$ cat config.mk
export PLATFORM = sky130hd
export DESIGN_NAME = fft_frame_decimator
export DESIGN_NICKNAME = d
export VERILOG_FILES = /design/src/rtl/fft_pkg.sv /design/src/rtl/fft_frame_tracker.sv /design/src/rtl/fft_frame_decimator.sv
export SDC_FILE = /design/constraint.sdc
export NUM_CORES = 1
export LEC_CHECK = 0
export CAP_MARGIN = 20
export CORE_MARGIN = 5
export CORE_UTILIZATION = 50
export CTS_CLUSTER_DIAMETER = 200
export DETAILED_ROUTE_END_ITERATION = 7
export PLACE_DENSITY = 0.94
export SLEW_MARGIN = 20
export SYNTH_ARGS = -nofsm -noshare
export SYNTH_HDL_FRONTEND = slang
export SYNTH_SLANG_ARGS = --single-unit
$ cat constraint.sdc
create_clock -name clock_50 -period 5.7 [get_ports clock_50]
set_input_delay 1.14 -clock clock_50 [delete_from_list [all_inputs] [get_ports clock_50]]
set_output_delay 1.14 -clock clock_50 [all_outputs]
set_load 0.03 [all_outputs]
$ cat src/rtl/fft_pkg.sv
// Shared types for the FFT frame decimator: frame-tracker state encoding and counter widths.
// Pure declarations; no logic, latency or flow control here.
package fft_pkg;

  typedef enum logic [1:0] {
    ST_IDLE = 2'd0,
    ST_PASS = 2'd1,
    ST_SKIP = 2'd2
  } fft_state_t;

  localparam int FRAMES_KEPT_W = 16;

endpackage

$ cat src/rtl/fft_frame_tracker.sv
// Tracks bin/frame position and flags each input sample as keep/last/misaligned (combinational on in_valid).
// No backpressure: every in_valid sample is consumed in its cycle.
module fft_frame_tracker
  import fft_pkg::*;
#(
  parameter int FRAME_LEN   = 128,
  parameter int RATIO_WIDTH = 8,
  parameter int BIN_W       = $clog2(FRAME_LEN)
) (
  input  logic                   clock_50,
  input  logic                   reset,
  input  logic                   in_valid,
  input  logic                   in_sop,
  input  logic [RATIO_WIDTH-1:0] decim_ratio,
  output logic                   keep,
  output logic                   last,
  output logic                   misaligned,
  output logic [BIN_W-1:0]       bin
);

  localparam logic [BIN_W-1:0] BIN_LAST = BIN_W'(FRAME_LEN - 1);

  fft_state_t             state, state_nxt;
  logic [BIN_W-1:0]       bin_cnt, bin_nxt;
  logic [RATIO_WIDTH-1:0] frame_cnt, fc_nxt, fc_adv;
  logic [RATIO_WIDTH-1:0] r_latched, r_nxt;
  logic [RATIO_WIDTH-1:0] start_fc;
  logic                   start;
  logic                   sop_in;

  always_ff @(posedge clock_50) begin
    if (reset) begin
      state     <= ST_IDLE;
      bin_cnt   <= '0;
      frame_cnt <= '0;
      r_latched <= '0;
    end else begin
      state     <= state_nxt;
      bin_cnt   <= bin_nxt;
      frame_cnt <= fc_nxt;
      r_latched <= r_nxt;
    end
  end

  always_comb begin
    state_nxt  = state;
    bin_nxt    = bin_cnt;
    fc_nxt     = frame_cnt;
    r_nxt      = r_latched;
    keep       = 1'b0;
    last       = 1'b0;
    misaligned = 1'b0;
    bin        = bin_cnt;
    start      = 1'b0;
    start_fc   = frame_cnt;
    sop_in     = in_valid & in_sop;
    fc_adv     = (frame_cnt >= r_latched) ? '0 : frame_cnt + RATIO_WIDTH'(1);

    case (state)
      ST_IDLE: begin
        if (sop_in) begin
          start = 1'b1;
          bin   = '0;
        end
      end
      ST_PASS, ST_SKIP: begin
        if (sop_in) begin
          // Abandoned frame still counts toward decimation before the new sop is judged.
          misaligned = 1'b1;
          start      = 1'b1;
          start_fc   = fc_adv;
          fc_nxt     = fc_adv;
          bin        = '0;
        end else if (in_valid) begin
          keep = (state == ST_PASS);
          if (bin_cnt == BIN_LAST) begin
            last      = 1'b1;
            fc_nxt    = fc_adv;
            state_nxt = ST_IDLE;
            bin_nxt   = '0;
          end else begin
            bin_nxt = bin_cnt + BIN_W'(1);
          end
        end
      end
      default: state_nxt = ST_IDLE;
    endcase

    if (start) begin
      bin_nxt = BIN_W'(1);
      if (start_fc == '0) begin
        state_nxt = ST_PASS;
        keep      = 1'b1;
        r_nxt     = decim_ratio;
      end else begin
        state_nxt = ST_SKIP;
      end
    end
  end

endmodule

$ cat src/rtl/fft_frame_decimator.sv
// Keeps one FFT frame in every decim_ratio+1; kept samples leave exactly 1 cycle after input.
// No backpressure: output is a registered copy of the input stream with its gaps preserved.
module fft_frame_decimator
  import fft_pkg::*;
#(
  parameter int DATA_WIDTH  = 16,
  parameter int FRAME_LEN   = 128,
  parameter int RATIO_WIDTH = 8
) (
  input  logic                         clock_50,
  input  logic                         reset,
  input  logic                         in_valid,
  input  logic                         in_sop,
  input  logic [DATA_WIDTH-1:0]        in_real,
  input  logic [DATA_WIDTH-1:0]        in_imag,
  input  logic [RATIO_WIDTH-1:0]       decim_ratio,
  output logic                         out_valid,
  output logic                         out_sop,
  output logic                         out_eop,
  output logic [DATA_WIDTH-1:0]        out_real,
  output logic [DATA_WIDTH-1:0]        out_imag,
  output logic [$clog2(FRAME_LEN)-1:0] out_bin,
  output logic                         frame_err,
  output logic [FRAMES_KEPT_W-1:0]     frames_kept
);

  localparam int BIN_W = $clog2(FRAME_LEN);

  logic             keep, last, misaligned;
  logic [BIN_W-1:0] bin;

  fft_frame_tracker #(
    .FRAME_LEN  (FRAME_LEN),
    .RATIO_WIDTH(RATIO_WIDTH),
    .BIN_W      (BIN_W)
  ) u_tracker (
    .clock_50   (clock_50),
    .reset      (reset),
    .in_valid   (in_valid),
    .in_sop     (in_sop),
    .decim_ratio(decim_ratio),
    .keep       (keep),
    .last       (last),
    .misaligned (misaligned),
    .bin        (bin)
  );

  always_ff @(posedge clock_50) begin
    if (reset) begin
      out_valid   <= 1'b0;
      out_sop     <= 1'b0;
      out_eop     <= 1'b0;
      out_real    <= '0;
      out_imag    <= '0;
      out_bin     <= '0;
      frame_err   <= 1'b0;
      frames_kept <= '0;
    end else begin
      out_valid <= keep;
      out_sop   <= keep && (bin == '0);
      out_eop   <= keep && last;
      frame_err <= misaligned;
      // Sample payload holds through idle cycles.
      if (keep) begin
        out_bin  <= bin;
        out_real <= in_real;
        out_imag <= in_imag;
      end
      if (keep && last) frames_kept <= frames_kept + FRAMES_KEPT_W'(1);
    end
  end

endmodule

==> metrics.txt <==
antenna viol nets, final 0; Residual DRC 0; Tmin final 3580 ps; nets 568; clock tree buffer depth 2; period utilization 0.628; Max Clock Skew 11.3 ps; hold path cells 2; CTS Buf Count 9; post-synth top area cell dfxtp_1; FFs w/ async S/R, synth 0; CTS tree built; area grow syn2layout 33.2%; leakage 1.72 nW; Post-synth EDFFs 0; PortBufs 102; CTS clk-pin slew, worst paths 90 ps; Synth Register Bits 84; Rel. slew slack 0.346; initial antenna violation count 0; post-synthesis sequential area ratio 0.452; fmax 280 MHz; Hold Path Sink u_tracker.r_latched[1]; Slew @ Worst Pin 978 ps; core area 0.00725 mm²; layout cells sized above 1 0.0660; DP Cell Count 598; drt total wl 9.43 mm; critical path class input pin to register; First-pass DRT Iterations 5; Sum Neg Setup Slack 0 ps; worst r2r src u_tracker.frame_cnt[1]; number of failing hold endpoints at the final stage 0; n_diodes 0; worst hold path type register to register; Setup crit start kind input pin; num rows 31; Mapped Cells 415; Syn Std Cell Area 0.00372 mm²; fillcell total 570; flop2flop setup slack 2630 ps; overall routing resource usage 0.206; RD Place Congestion 0.837; first-pass GRT wire length 15.0 mm; largest net degree at the start of global routing 43; IO Count 103; TritonCTS Sinks 84; syn_nets 473; postcts setup bufs 0; Root Driver clkbuf_8; Peak VDD IR 0.178 mV; routed vias/inst 5.48; MaxCap Viol Count 0; DR iter-0 viols 159; Primary FF master, synth dfxtp_1; WP data arrival 3800 ps; top post-synthesis cells by count dfxtp_1 (84), nor2_1 (57), a21oi_1 (42); width of the die 96.3 µm; end of the worst register-to-register path out_imag[6]; Pwr per Cell Area 257 mW/mm²; Crit path required time 5920 ps; CTS Hold Buffers Added 0; FF-to-FF path depth 9; Netlist cell types 55; most numerous cell in the Yosys netlist dfxtp_1; H-tree depth 3; vias in the first global route 3410; overall power 0.00128 W; Yosys Warn Count 0; synth top area cells dfxtp_1 (45%), mux2i_1 (9.1%), nor2_1 (5.7%); Overflow after GRT 0; vias post-DR 3364; post-cts resize count 0; area share of the largest cell type after synthesis 0.452; wire length per cell 15.4 µm; Starting Density 0.513; worst hold margin 454 ps; status finished, final reports clean; Final Max Slew Viols 0; Die H 96.3 µm; RSZ-0062 raised after global routing no; Layout Cells excl Fill 614; Final setup viols 0; Min-Delay Startpoint u_tracker.r_latched[1]; Syn Area/Cell 8.97 µm²; post-detail-place hpwl 6.96 mm; latest clock arrival within the worst-skew pair 360 ps; worst-path fanout max 33; die footprint 0.00927 mm²; CP endpoint kind register
layout by cell type, fill, tap and decap left out, types with 7 or more instances in the layout:
master	n
nand2_1	39
clkdlybuf4s50_1	101
clkbuf_8	10
a21oi_1	42
or4_1	7
nor2_1	57
dfxtp_1	84
nand3_1	16
ha_1	14
o21ai_0	13
inv_1	12
or3_1	10
mux2i_1	34
cell type report:
type / count / area [µm²] / share of cell area
repair buffers: 104 / 1030 / 0.208
inverters: 12 / 45.0 / 0.00908
flip-flops and latches: 84 / 1680 / 0.339
clock buffers: 10 / 138 / 0.0277
clock inverters: 6 / 46.3 / 0.00933
well taps: 99 / 124 / 0.0250
multi-input cells: 299 / 1900 / 0.382
cells by family (layout without fill, tap and decap cells):
group	after synthesis	count (layout)	share of synthesized area
and+or+nand+nor	162	162	0.217
muxes	34	34	0.0914
xor gates and xnor gates	8	8	0.0188
DFF	84	84	0.452
adders and majority gates	14	14	0.0470
AOI/OAI and AO/OA	81	81	0.134
buffers and inverters	32	132	0.0393
report_power, final:
part,internal (W),switching (W),leakage [nW]
Clock,0.000173,0.000218,0.0893
Combinational,0.000115,0.000139,0.953
Sequential,0.000616,0.0000169,0.682
Total,0.000903,0.000374,1.72
stage by stage:
step | setup WS (ps) | cell area, µm² | utilization
5_1_grt | 1950 | 4960 | 0.684
3_5_place_dp | 1770 | 4780 | 0.659
6_report | 2120 | 4960 | 0.684
3_3_place_gp | 1910 | 4780 | 0.659
2_1_floorplan | 3020 | 3720 | -
4_1_cts | 2140 | 4960 | 0.684
how the worst max path moves through the flow:
stage / start / to / slack [ps] / cells after the start
after global placement: in_sop / out_real[10] / 1910 / 9
after CTS: in_sop / out_imag[6] / 2140 / 9
after detailed placement: in_sop / out_imag[6] / 1770 / 9
after floorplan: in_valid / frames_kept[5] / 3020 / 7
after global routing: in_sop / out_imag[0] / 1950 / 9
final: in_sop / out_imag[6] / 2120 / 9
layer usage:
metal,GRT usage,share of wire
met4,0.0911,0.010
met1,0.230,0.40
met3,0.0860,0.091
met5,0,0
met2,0.343,0.50
worst max-delay path: stages:
cell,delay (ps)
clkdlybuf4s50_1,580
and3b_1,340
nand4_1,150
o21ai_1,210
a211oi_4,40
buf_4,210
nand2_2,730
mux2i_1,290
nor2_1,70
flip-flops by register name (all words and copies together), names as in the netlist, 2 cells and up:
signal	cells
out_imag	16
u_tracker.state	2
u_tracker.frame_cnt	8
frames_kept	16
u_tracker.bin_cnt	7
out_real	16
out_bin	7
u_tracker.r_latched	8
(Power assumes the default switching activity.)
